**config.mk**
```make
export PLATFORM = sky130hd
export DESIGN_NAME = cla_pc_seq
export DESIGN_NICKNAME = d
export VERILOG_FILES = /design/src/rtl/cla_pkg.sv /design/src/rtl/cla_chunk_carry.sv /design/src/rtl/cla_pc_seq.sv
export SDC_FILE = /design/constraint.sdc
export NUM_CORES = 1
export LEC_CHECK = 0
export ABC_AREA = 0
export CORE_MARGIN = 8
export CORE_UTILIZATION = 44
export DETAILED_ROUTE_END_ITERATION = 10
export HOLD_SLACK_MARGIN = 0.08
export PLACE_DENSITY = 0.82
export SLEW_MARGIN = 5
export SYNTH_ARGS = -nofsm -noshare
export SYNTH_HDL_FRONTEND = slang
export SYNTH_SLANG_ARGS = --single-unit
```
**constraint.sdc**
```tcl
create_clock -name clk -period 2.3 [get_ports clk]
set_input_delay 0.46 -clock clk [delete_from_list [all_inputs] [get_ports clk]]
set_output_delay 0.46 -clock clk [all_outputs]
set_load 0.02 [all_outputs]
```
**src/rtl/cla_pkg.sv**
```systemverilog
// Shared definitions for the chunked CLA operand front end.
//   CHUNK_W : bits handled per beat
//   chunk_t : one chunk of operand / propagate / carry bits
//   state_t : sequencer state
package cla_pkg;

    localparam int CHUNK_W = 5;

    typedef logic [CHUNK_W-1:0] chunk_t;

    typedef enum logic {
        IDLE,
        RUN
    } state_t;

endpackage

```
**src/rtl/cla_chunk_carry.sv**
```systemverilog
// Carry-lookahead network for one 5-bit chunk (purely combinational).
// Ports:
//   p   : per-bit propagate (a ^ b)
//   g   : per-bit generate  (a & b)
//   cin : carry into the chunk
//   c   : c[0] = cin, c[1..4] = carries into bits 1..4
//   k   : carry out of the chunk
module cla_chunk_carry
    import cla_pkg::*;
(
    input  chunk_t p,
    input  chunk_t g,
    input  logic   cin,
    output chunk_t c,
    output logic   k
);

    // Every carry is a flat sum of products of p/g/cin, so no carry
    // depends on a previously computed carry inside the chunk.
    always_comb begin
        c    = '0;
        c[0] = cin;
        c[1] = g[0]
             | (p[0] & cin);
        c[2] = g[1]
             | (p[1] & g[0])
             | (p[1] & p[0] & cin);
        c[3] = g[2]
             | (p[2] & g[1])
             | (p[2] & p[1] & g[0])
             | (p[2] & p[1] & p[0] & cin);
        c[4] = g[3]
             | (p[3] & g[2])
             | (p[3] & p[2] & g[1])
             | (p[3] & p[2] & p[1] & g[0])
             | (p[3] & p[2] & p[1] & p[0] & cin);
        k    = g[4]
             | (p[4] & g[3])
             | (p[4] & p[3] & g[2])
             | (p[4] & p[3] & p[2] & g[1])
             | (p[4] & p[3] & p[2] & p[1] & g[0])
             | (p[4] & p[3] & p[2] & p[1] & p[0] & cin);
    end

endmodule

```
**src/rtl/cla_pc_seq.sv**
```systemverilog
// Operand-side front end for the 5-bit CLA sum stage. Accepts one wide
// add/subtract request, then emits one beat per 5-bit chunk (LSB first)
// carrying the chunk's propagate bits and lookahead carries. The carry
// between chunks is chained through carry_reg.
// Ports:
//   clk, rst_n          : clock, synchronous active-low reset
//   in_valid/in_ready   : request handshake
//   in_a, in_b          : W-bit operands (W = 5*N_CHUNKS)
//   in_cin              : carry-in (add mode)
//   in_sub              : 1 = A - B (A + ~B + 1)
//   out_valid/out_ready : beat handshake
//   out_p, out_c        : chunk propagate bits / carries into each bit
//   out_idx             : chunk number, 0 = LSB chunk
//   out_last            : beat is the final chunk
//   out_cout            : carry-out of the whole operation (last beat only)
module cla_pc_seq
    import cla_pkg::*;
#(
    parameter int N_CHUNKS = 4,
    parameter int IDX_W    = 4
) (
    input  logic                        clk,
    input  logic                        rst_n,
    input  logic                        in_valid,
    output logic                        in_ready,
    input  logic [CHUNK_W*N_CHUNKS-1:0] in_a,
    input  logic [CHUNK_W*N_CHUNKS-1:0] in_b,
    input  logic                        in_cin,
    input  logic                        in_sub,
    output logic                        out_valid,
    input  logic                        out_ready,
    output logic [CHUNK_W-1:0]          out_p,
    output logic [CHUNK_W-1:0]          out_c,
    output logic [IDX_W-1:0]            out_idx,
    output logic                        out_last,
    output logic                        out_cout
);

    localparam int SEL_W = (N_CHUNKS > 1) ? $clog2(N_CHUNKS) : 1;

    state_t state;
    state_t state_n;

    logic [N_CHUNKS-1:0][CHUNK_W-1:0] a_reg;
    logic [N_CHUNKS-1:0][CHUNK_W-1:0] b_reg;
    logic                             carry_reg;
    logic [IDX_W-1:0]                 idx;

    logic       accept;
    logic       beat_done;
    logic       is_last;
    logic [SEL_W-1:0] sel;
    chunk_t     a_cur;
    chunk_t     b_cur;
    chunk_t     p_cur;
    chunk_t     g_cur;
    chunk_t     c_cur;
    logic       k_cur;

    assign sel     = idx[SEL_W-1:0];
    assign a_cur   = a_reg[sel];
    assign b_cur   = b_reg[sel];
    assign p_cur   = a_cur ^ b_cur;
    assign g_cur   = a_cur & b_cur;
    assign is_last = (idx == IDX_W'(N_CHUNKS - 1));

    cla_chunk_carry u_carry (
        .p   (p_cur),
        .g   (g_cur),
        .cin (carry_reg),
        .c   (c_cur),
        .k   (k_cur)
    );

    assign accept    = (state == IDLE) && in_valid;
    assign beat_done = (state == RUN) && out_ready;

    always_ff @(posedge clk) begin
        if (!rst_n) begin
            state <= IDLE;
        end else begin
            state <= state_n;
        end
    end

    always_comb begin
        state_n   = state;
        in_ready  = 1'b0;
        out_valid = 1'b0;
        out_p     = '0;
        out_c     = '0;
        out_last  = 1'b0;
        out_cout  = 1'b0;
        case (state)
            IDLE: begin
                in_ready = 1'b1;
                if (in_valid) begin
                    state_n = RUN;
                end
            end
            RUN: begin
                out_valid = 1'b1;
                out_p     = p_cur;
                out_c     = c_cur;
                out_last  = is_last;
                out_cout  = is_last & k_cur;
                if (out_ready && is_last) begin
                    state_n = IDLE;
                end
            end
            default: state_n = IDLE;
        endcase
    end

    assign out_idx = idx;

    always_ff @(posedge clk) begin
        if (!rst_n) begin
            a_reg     <= '0;
            b_reg     <= '0;
            carry_reg <= 1'b0;
            idx       <= '0;
        end else if (accept) begin
            a_reg     <= in_a;
            // Subtraction is folded into the operands here so the run
            // phase only ever performs an add.
            b_reg     <= in_sub ? ~in_b : in_b;
            carry_reg <= in_sub | in_cin;
            idx       <= '0;
        end else if (beat_done) begin
            if (is_last) begin
                idx <= '0;
            end else begin
                carry_reg <= k_cur;
                idx       <= idx + 1'b1;
            end
        end
    end

endmodule

```
==> results.yml <==
sta:
  tightest_slew_ns: 0.600
  rsz0062_at_grt: "true"
  finalCritPeriodShare: 1.22
  setup-tns-final_ns: -2.99
  slew_headroom: 0.596
  setup_viol_count_final: 10
  max_clock_freq_mhz: 355
  worst_slack_ns: -0.515
  clock_skew_ns: 0.00945
  drv_slew: 0
  hold_viol_final: 0
  period_minus_slack_ns: 2.82
logic_synthesis:
  synth_top_family_by_area: "compound AO/OA/AOI/OAI gates"
  synth_cell_types: 35
  synth_ff_type: "dfxtp_1"
  synth_edf_count: 0
  synth-compound-area-share: 0.190
  synth_simple_gate_area_frac: 0.165
  synth_seq_cells: 46
  ys_warn_count: 0
  synthMuxAreaShare: 0.0962
  syn_inst: 249
  synth-xor-area-share: 0.0773
  synthAdderAreaFrac: 0.0315
  avgSynthCellArea_um2: 9.56
  synth_area_leaders: "dfxtp_1 (39%), nand2_1 (9.9%), mux4_2 (8.5%), o211a_1 (8.4%), xnor2_1 (7.4%)"
  synth_top_area_share: 0.387
  synth.largest_area_cell: "dfxtp_1"
  synthArstFlopShare: 0
  synthesis.nets: 301
  seq_area_frac_synth: 0.387
  synth_area_mm2: 0.00238
critical_path:
  worstPathRequired_ns: 1.84
  critPathLaunch: "out_idx[0]"
  r2r_start: "out_idx[0]"
  path_class: "register to primary output"
  rrSetupSlack_ns: 0.01
  arrival_ns: 2.36
  reg2reg_depth: 9
  cp-end-kind: "primary output"
  crit_path_start_kind: "register"
  rr_endpoint: "carry_reg"
  worst-path-max-fanout: 6
cts:
  cts_buffer_depth: 2
  numCtsBuffers: 5
  h-tree-depth: 2
  cts_tree: "built"
  path_clk_slew_ns: 0.08
  cts-root-buf: "clkbuf_8"
  clock_latency_ns: 0.30
  cts_sinks: 46
cells_and_area:
  synthToLayoutAreaGrowth_pct: 46.5
  diodes: 0
  final_nets: 383
  drive_gt1_frac: 0.241
grt:
  grt_pass1_wl_um: 10400
  grtUsageTotal: 0.166
  grt_start_max_net_pins: 48
  grt-ovfl-total: 0
  grt_pass1_vias: 2172
  grt_antenna_before_repair: 0
detailed_routing:
  top_layer_used: "met4"
  drt_pass1_iterations: 4
  drtAntennaViolNets: 0
  num_vias: 2091
  wl_per_cell_um: 15.2
  wl_met2_um: 3020
  drtIter0Drc: 103
  routed_wl_um: 6100
  wl_met1_um: 2640
  wl_met3_um: 354
  vias_per_cell: 5.20
  route.detailed.drc: 0
placement:
  dpl_worst_slack_ns: -0.563
  port_buffers: 63
  hpwl_um: 4440
  gp_congestion: 0.790
run_status:
  violations: "negative setup slack"
  status: "complete, but fails checks"
hold_path:
  hold_end: "a_reg[14]"
  hp-start: "a_reg[14]"
  min_path_cells: 2
  min_path_type: "register to register"
pwr:
  irDropWorstVdd_v: 0.000324
  power_density_mw_per_mm2: 554
  total_leakage_power_uw: 0.00152
die:
  start_util: 0.460
  row_count: 26
  die-area_mm2: 0.00802
  core_mm2: 0.00517
  ios: 64
  die_y_um: 89.5
  die_x_um: 89.5
flow_run:
  drv_cap: 0
worst max-delay path, cell delays in order, from the launching register on:
cell,delay (ns)
dfxtp_4,0.40
buf_6,0.11
mux4_2,0.52
ha_4,0.32
a211oi_4,0.06
buf_4,0.14
o21ai_2,0.10
o211ai_1,0.13
nor2b_2,0.14
buf_6,0.12
synthesized netlist by cell type, drive strengths merged, types with 5 or more instances:
master	number
o211a	20
ha	6
nand2	64
xnor2	20
and2	9
nor2	5
dfxtp	46
clkbuf	5
mux4	10
buf	15
a21boi	20
worst max-delay path by stage:
stage                     cells past startpoint        to  slack, ns
after CTS                                     9  out_cout      -0.51
final                                         9  out_cout      -0.52
after detailed placement                      7  out_cout      -0.56
after global routing                          9  out_cout      -0.60
after global placement                        7  out_cout      -0.51
after floorplan                               7  out_cout      -0.06
cells by family after synthesis:
logic type,Yosys count
mux,10
buf+inv,21
xor+xnor,21
simple gates,89
fa+ha+maj,6
compound gates,56
flops,46
layer usage:
layer / up-vias / track usage
li1: 1025 / -
met1: 1004 / 0.198
met2: 54 / 0.272
met3: 8 / 0.0487
met4: 0 / 0.0695
met5: - / 0
metrics by stage:
step                power, uW  cell area (um2)  std cells  utilization  hold slack, ns
finish                   1930             3490        402        0.674           0.457
floorplan                1130             2440        249            -           0.432
global route             2030             3490        402        0.674           0.488
global placement         1300             3230        384        0.624           0.439
detailed placement       1310             3230        384        0.624           0.445
CTS                      1930             3440        399        0.665           0.457
final cells by class:
cell class              count  area (um2)
flip-flops and latches     46         925
multi-input cells         182        1460
clock inverters             1        30.0
clock buffers               7        76.3
well taps                  70        87.6
fillers                   390        1690
inverters                   1        3.75
repair buffers             95         900
repair_timing:
| item | in CTS | in global routing |
|---|---|---|
| hold buffers | 0 | 0 |
| buffers inserted | 7 | 3 |
| gates resized for setup | 69 | 7 |
| pin swaps | 9 | 7 |
| endpoints found under the setup margin | 11 | 12 |
report_power, final:
group          internal, uW  switching (uW)
Combinational           269             191
Clock                   325             261
Sequential              849            34.9
placed cells by master, fill, tap and decap left out, types with 4 or more instances in the layout:
master           count
nand2_1             63
clkdlybuf4s50_1     52
dfxtp_1             45
buf_4               31
xnor2_1             20
o211a_1             20
a21boi_1            20
mux4_2              10
buf_6                9
and2_1               6
ha_4                 5
clkbuf_8             5
nor2_1               4
Note: power is estimated with default switching activity, not from simulation.
